[src/rtl/wb_stage.sv]
// Write-back stage: holds the MEM bundle for one cycle, aligns load data, drives the register-file
// write port and keeps the cycle/instret performance counters.
module wb_stage #(
    parameter int unsigned CNT_WIDTH = 64
) (
    input  logic                 clk,
    input  logic                 rst,
    input  logic                 in_load,
    input  logic                 in_valid,
    input  logic [31:0]          in_pc,
    input  logic [31:0]          in_alu,
    input  logic [31:0]          in_br,
    input  logic [4:0]           in_rd,
    input  logic                 in_regwrite,
    input  logic [1:0]           in_wb_sel,
    input  logic [2:0]           in_load_type,
    input  logic [31:0]          in_rdata,
    output logic                 rf_we,
    output logic [4:0]           rf_rd,
    output logic [31:0]          rf_wdata,
    output logic                 misaligned,
    output logic [CNT_WIDTH-1:0] cycle_cnt,
    output logic [CNT_WIDTH-1:0] instret_cnt
);

    logic                 fresh_q;
    logic [31:0]          pc_q;
    logic [31:0]          alu_q;
    logic [31:0]          br_q;
    logic [31:0]          rdata_q;
    logic [4:0]           rd_q;
    logic                 regwrite_q;
    logic [1:0]           wb_sel_q;
    logic [2:0]           load_type_q;
    logic [CNT_WIDTH-1:0] cycle_q;
    logic [CNT_WIDTH-1:0] instret_q;

    logic [1:0]  off;
    logic        is_byte;
    logic        is_half;
    logic        is_word;
    logic        mis_cond;
    logic        we;
    logic [7:0]  byte_v;
    logic [15:0] half_v;
    logic [31:0] load_v;
    logic [31:0] wdata_v;

    always_ff @(posedge clk) begin
        if (rst) begin
            fresh_q     <= 1'b0;
            pc_q        <= '0;
            alu_q       <= '0;
            br_q        <= '0;
            rdata_q     <= '0;
            rd_q        <= '0;
            regwrite_q  <= 1'b0;
            wb_sel_q    <= '0;
            load_type_q <= '0;
            cycle_q     <= '0;
            instret_q   <= '0;
        end else begin
            if (in_load) begin
                pc_q        <= in_pc;
                alu_q       <= in_alu;
                br_q        <= in_br;
                rdata_q     <= in_rdata;
                rd_q        <= in_rd;
                regwrite_q  <= in_regwrite;
                wb_sel_q    <= in_wb_sel;
                load_type_q <= in_load_type;
            end
            // A bundle is live only in the cycle right after its capture edge.
            fresh_q <= in_load & in_valid;
            cycle_q <= cycle_q + CNT_WIDTH'(1);
            if (fresh_q && !mis_cond) begin
                instret_q <= instret_q + CNT_WIDTH'(1);
            end
        end
    end

    always_comb begin
        off     = alu_q[1:0];
        is_byte = (load_type_q == 3'b000) || (load_type_q == 3'b100);
        is_half = (load_type_q == 3'b001) || (load_type_q == 3'b101);
        // Unlisted funct3 encodings behave as lw.
        is_word = !is_byte && !is_half;

        mis_cond = fresh_q && (wb_sel_q == 2'b01) &&
                   ((is_half && off[0]) || (is_word && (off != 2'b00)));

        byte_v = rdata_q[{off, 3'b000} +: 8];
        half_v = off[1] ? rdata_q[31:16] : rdata_q[15:0];

        if (is_byte) begin
            load_v = {{24{byte_v[7] & ~load_type_q[2]}}, byte_v};
        end else if (is_half) begin
            load_v = {{16{half_v[15] & ~load_type_q[2]}}, half_v};
        end else begin
            load_v = rdata_q;
        end

        case (wb_sel_q)
            2'b00:   wdata_v = alu_q;
            2'b01:   wdata_v = load_v;
            2'b10:   wdata_v = pc_q + 32'd4;
            default: wdata_v = br_q;
        endcase

        we = fresh_q && regwrite_q && (rd_q != 5'd0) && !mis_cond;
    end

    always_comb begin
        rf_we       = we;
        rf_rd       = we ? rd_q : 5'd0;
        rf_wdata    = we ? wdata_v : 32'd0;
        misaligned  = mis_cond;
        cycle_cnt   = cycle_q;
        instret_cnt = instret_q;
    end

endmodule

[config.mk]
export PLATFORM = sky130hd
export DESIGN_NAME = wb_stage
export DESIGN_NICKNAME = d
export VERILOG_FILES = /design/src/rtl/wb_stage.sv
export SDC_FILE = /design/constraint.sdc
export NUM_CORES = 1
export LEC_CHECK = 0
export CAP_MARGIN = 15
export CORE_MARGIN = 3
export CORE_UTILIZATION = 47
export CTS_BUF_LIST = sky130_fd_sc_hd__clkbuf_4 sky130_fd_sc_hd__clkbuf_8
export CTS_CLUSTER_SIZE = 8
export DETAILED_ROUTE_END_ITERATION = 8
export HOLD_SLACK_MARGIN = 0.12
export PLACE_DENSITY = 0.75
export SYNTH_ARGS = -nofsm -noshare
export SYNTH_HDL_FRONTEND = slang
export SYNTH_SLANG_ARGS = --single-unit
[constraint.sdc]
create_clock -name clk -period 3 [get_ports clk]
set_clock_uncertainty 0.05 [all_clocks]
set_input_delay 0.9 -clock clk [delete_from_list [all_inputs] [get_ports clk]]
set_output_delay 0.9 -clock clk [all_outputs]
set_load 0.03 [all_outputs]
### Yosys cells after proc, flatten, opt, wreduce, memory -nomap -nowiden

Cells that the tools add are included.

| word-level totals | value |
|---|---|
| register bits | 268 |
| bits of input ports | 143 |
| output and inout bits | 167 |
| word-level logic and storage cells | 49 |

| cells by class | value |
|---|---|
| $add $sub $neg | 3 |
| eq/ne operators | 5 |
| shift-type cells | 1 |
| muxes and demuxes | 6 |
| bitwise operators | 4 |
| reduce and logical (&&, ||, !) cells | 19 |

Operator list:

| cell | number |
|---|---|
| 64-bit by 1-bit adder with 64-bit output (second input constant) | 2 |
| 32-bit 2-to-1 mux | 3 |
| 32-bit one-hot mux with 3 select lines | 1 |
| 32-bit by 3-bit adder with 32-bit output (second input constant) | 1 |
| 32-bit by 6-bit variable part select with 8-bit output | 1 |
| 16-bit 2-to-1 mux | 1 |
| 1-bit logical AND | 9 |
| 3-bit == test (second input constant) | 2 |
| 5-bit 2-to-1 mux | 1 |
| 5-bit nonzero test | 1 |
| 1-bit bitwise AND | 3 |
| 3-bit by 1-bit == test with 1-bit output (second input constant) | 1 |
| 1-bit zero test | 3 |
| 3-bit zero test | 1 |
| 1-bit logical OR | 3 |
| 2-bit by 1-bit == test with 1-bit output (second input constant) | 1 |
| 2-bit == test (second input constant) | 1 |
| 2-bit zero test | 1 |
| 2-bit nonzero test | 1 |
| 1-bit inverter | 1 |

### Logic depth before layout (Yosys ltp)

| depth | value |
|---|---|
| depth after elaboration | 10 |
| depth in mapped cells | 9 |
| depth with buffers taken out | 6 |

### Least setup slack after synthesis

Ideal clock, no wire load.

| timing path | value |
|---|---|
| path type | flip-flop to output port |
| start | reg pc_q[2] |
| end | out rf_wdata[26] |
| data arrival time | 2.596 ns |
| required time | 2.050 ns |
| slack | -0.546 ns |
| cell stages (with the launch flop) | 8 |
| buffers on the path | 1 |
| path through | dfxtp_1 > ha_1 > nand3_1 > or4_1 > clkbuf_1 > or4_1 > a211o_1 > a31oi_1 |

| on the way | value |
|---|---|
| longest elaborated chain between the ends | 3 |

Ends and longest elaborated chain:

| what | line | RTL |
|---|---|---|
| start, declared | 27 | `logic [31:0] pc_q;` |
| start signal, assigned | 64 | `pc_q <= in_pc;` |
| 32-bit by 3-bit adder with 32-bit output | 106 | `2'b10: wdata_v = pc_q + 32'd4;` |
| 32-bit one-hot mux with 3 select lines | 103 | `case (wb_sel_q)` |
| 32-bit 2-to-1 mux | 116 | `rf_wdata = we ? wdata_v : 32'd0;` |
| end, declared | 20 | `output logic [31:0] rf_wdata,` |

No other way between the ends.

### Worst setup path in the final report

| timing path | value |
|---|---|
| start | reg pc_q[3] |
| end | out rf_wdata[26] |

Same word-level chain as after synthesis.

==> qor.yml <==
yosys:
  netlist_area_um2: 13300
  ys_seq_elements: 268
  synth_cell_type_count: 61
  synth_flop_cell: "dfxtp_1"
  syn_inst: 1520
  synth_area_per_cell_um2: 8.75
  synth_edf_count: 0
  yosysWarnings: 0
  yosysSeqAreaShare_pct: 40.3
  syn_nets: 1666
  synthArstFlopShare_pct: 0
placement:
  post-dp-hpwl_mm: 32.4
  dp_slack_ns: -0.406
  place_congestion: 0.929
  port-buffer-count: 309
  dp_cells: 2237
  dpl_cell_area_um2: 17700
route:
  detail_route.wl_per_cell_um: 19.6
  antenna_left: 0
  vias: 13753
  viasPerCell: 5.86
  wirelength_mm: 45.9
  dr.pass1.iters: 7
  drtIter0Drc: 1270
  drc_errors: 0
timing:
  fin_setup_tns_ns: -16.29
  holdWs_ns: 0.422
  drv_slew: 0
  hold_viol: 0
  rsz0062_at_grt: "true"
  period_minus_slack_ns: 3.65
  clock.fmax_ghz: 0.274
  max_slew_margin_pct: 43.0
  timing.final.ws_setup_ns: -0.647
  max_slew.worst_pin.slew_ns: 0.855
  setup_viol: 35
  post-route-period-util_pct: 122
worst_setup_path:
  crit_buf_inv: 1
  path_class: "reg2out"
  crit_top_cell: "or4_4"
  crit_path_top_delay_cell: "or4_4"
  start_kind: "register"
  path_max_fanout: 2
  r2r-end: "cycle_cnt[62]$_SDFF_PP0_"
  critical-path-top-delay-family: "simple AND/OR/NAND/NOR gates"
  rr_worst_depth: 5
  ff2ff_setup_slack_ns: 0.38
  end_kind: "output pin"
  slowest_delay_ns: 0.44
  cp_cell_sequence: "ha_4, nand3_4, or4_4, or4_4, a211o_1, a31oi_4, buf_6"
  critPathArrivalTime_ns: 2.70
  cp_data_required_time_ns: 2.05
  r2r_start: "cycle_cnt[46]$_SDFF_PP0_"
grt:
  grt_pass1_vias: 13165
  grt_antenna_before_repair: 6
  grt_usage_pct: 28.4
  grt.overflow.total: 0
  grt_pass1_wl_mm: 70.9
  grt_start_max_net_pins: 124
clocking:
  clk_latency_ns: 0.56
  cts_buffer_depth: 3
  cts_root_buf: "clkbuf_8"
  htreeDepth: 2
  clock-sinks: 268
  hold_buffers: 0
  cts_tree: "built"
  clkTransAtPathRegs_ns: 0.06
  cts_buffers: 48
pwr:
  leakagePower_nw: 7.38
  p_per_area_nw_per_um2: 420
  total_power_mw: 8.25
  vdd_drop_max_v: 0.000356
layout:
  fin_area_um2: 19600
  layout_commonest_cell: "clkdlybuf4s50_1"
  syn2layout_area_growth_pct: 47.6
  post_layout_nonfiller_instances: 2346
  utilization_pct: 71.6
  layout.nets: 2083
  drive_gt1_share_pct: 22.2
  fill_cells: 2064
  final_cell_mix: "268 x clkdlybuf4s50_1, 253 x dfxtp_1, 210 x nor2_1, 156 x mux2i_1, 137 x buf_4"
die:
  start_util_pct: 48.5
  coreArea_um2: 27400
  ioPinCount: 310
  rows: 60
  die_h_um: 174
  die_area_um2: 30300
  die-width_um: 174
status:
  violations: "setup timing"
  status: "finished with violations"
min_path:
  whs_endpoint: "cycle_cnt[0]$_SDFF_PP0_"
  hp-class: "reg2reg"
  whs_path_depth: 1
  hp-start: "cycle_cnt[0]$_SDFF_PP0_"
run:
  cap_violations: 0
==> power by group <==
group          leakage, nW  internal (mW)  switching [mW]
clock                0.520           1.93            1.52
sequential            2.19           3.68          0.0897
combinational         4.67          0.537           0.497
==> cells in the mapped netlist (21+ instances only) <==
| cell | count | share of area, % |
|---|---|---|
| inv_1 | 25 | 0.71 |
| nor3_1 | 22 | 0.83 |
| or3_1 | 36 | 1.7 |
| and3_1 | 21 | 0.99 |
| nand3_1 | 46 | 1.7 |
| and4_1 | 22 | 1.4 |
| xnor2_1 | 43 | 2.8 |
| nand2_1 | 70 | 2.0 |
| mux2i_1 | 156 | 12 |
| nor4_1 | 29 | 1.4 |
| or4_1 | 44 | 2.5 |
| nor2_1 | 212 | 6.0 |
| a21oi_1 | 94 | 3.5 |
| nand4_1 | 52 | 2.4 |
| o21ai_0 | 65 | 2.4 |
| xor2_1 | 24 | 1.6 |
| dfxtp_1 | 268 | 40 |
| clkbuf_1 | 76 | 2.1 |
| o31ai_1 | 37 | 2.1 |
==> what timing repair did <==
item                       in CTS  in global routing
cloned                          0                  1
resized for setup             186                101
pin swaps                      37                 43
setup buffers                  14                  9
setup endpoints to repair      38                 39
==> area by class of cell <==
type	instances	area, um^2	area share [%]
antenna	5	12.5	0.0637
timing repair buffer	470	4610	23.5
sequential	268	5400	27.5
inverter	27	106	0.542
multi-input combinational	1122	8080	41.2
clock inverter	7	35.0	0.178
tap	372	465	2.37
clock buffer	75	920	4.69
==> flip-flops by register name (all words and copies together), names as in the netlist <==
signal and count:
instret_cnt 64, fresh_q 1, rdata_q 32, pc_q 32, rd_q 5, wb_sel_q 2
alu_q 32, regwrite_q 1, load_type_q 3, cycle_cnt 64, br_q 32
==> cell families (layout without fill, tap and decap cells) <==
kind of cell             after synthesis  in the layout  synth area share [%]
flip-flops                           268            268                  40.3
buffers and inverters                130            579                  3.88
AO/OA/AOI/OAI                        259            259                  11.8
multiplexers                         177            177                  14.8
other                                  0              5                     0
AND/OR/NAND/NOR                      616            616                  24.5
adder cells (fa/ha/maj)                3              3                 0.282
XOR/XNOR                              67             67                  4.41
==> layer usage <==
layer | vias up | wire length (um) | GRT usage [%] | part of all wire [%]
met2 | 592 | 21800 | 47.2 | 47
met4 | 2 | 1580 | 10.4 | 3.5
met5 | - | 13 | 0 | 0.028
met3 | 103 | 3240 | 4.89 | 7.1
met1 | 6644 | 19300 | 37.1 | 42
li1 | 6412 | - | - | -
==> how the worst max path moves through the flow <==
stage	end	cells after the start	startpoint	slack (ns)
CTS	rf_wdata[26]	7	pc_q[3]$_SDFFE_PP0P_	-0.65
detailed placement	rf_wdata[4]	7	alu_q[0]$_SDFFE_PP0P_	-0.41
finish	rf_wdata[26]	7	pc_q[3]$_SDFFE_PP0P_	-0.65
floorplan	rf_wdata[26]	6	pc_q[9]$_SDFFE_PP0P_	-0.16
global route	rf_wdata[26]	7	pc_q[3]$_SDFFE_PP0P_	-0.70
global placement	rf_wdata[6]	7	alu_q[0]$_SDFFE_PP0P_	-0.43
Power figures use the tool's default switching activity.
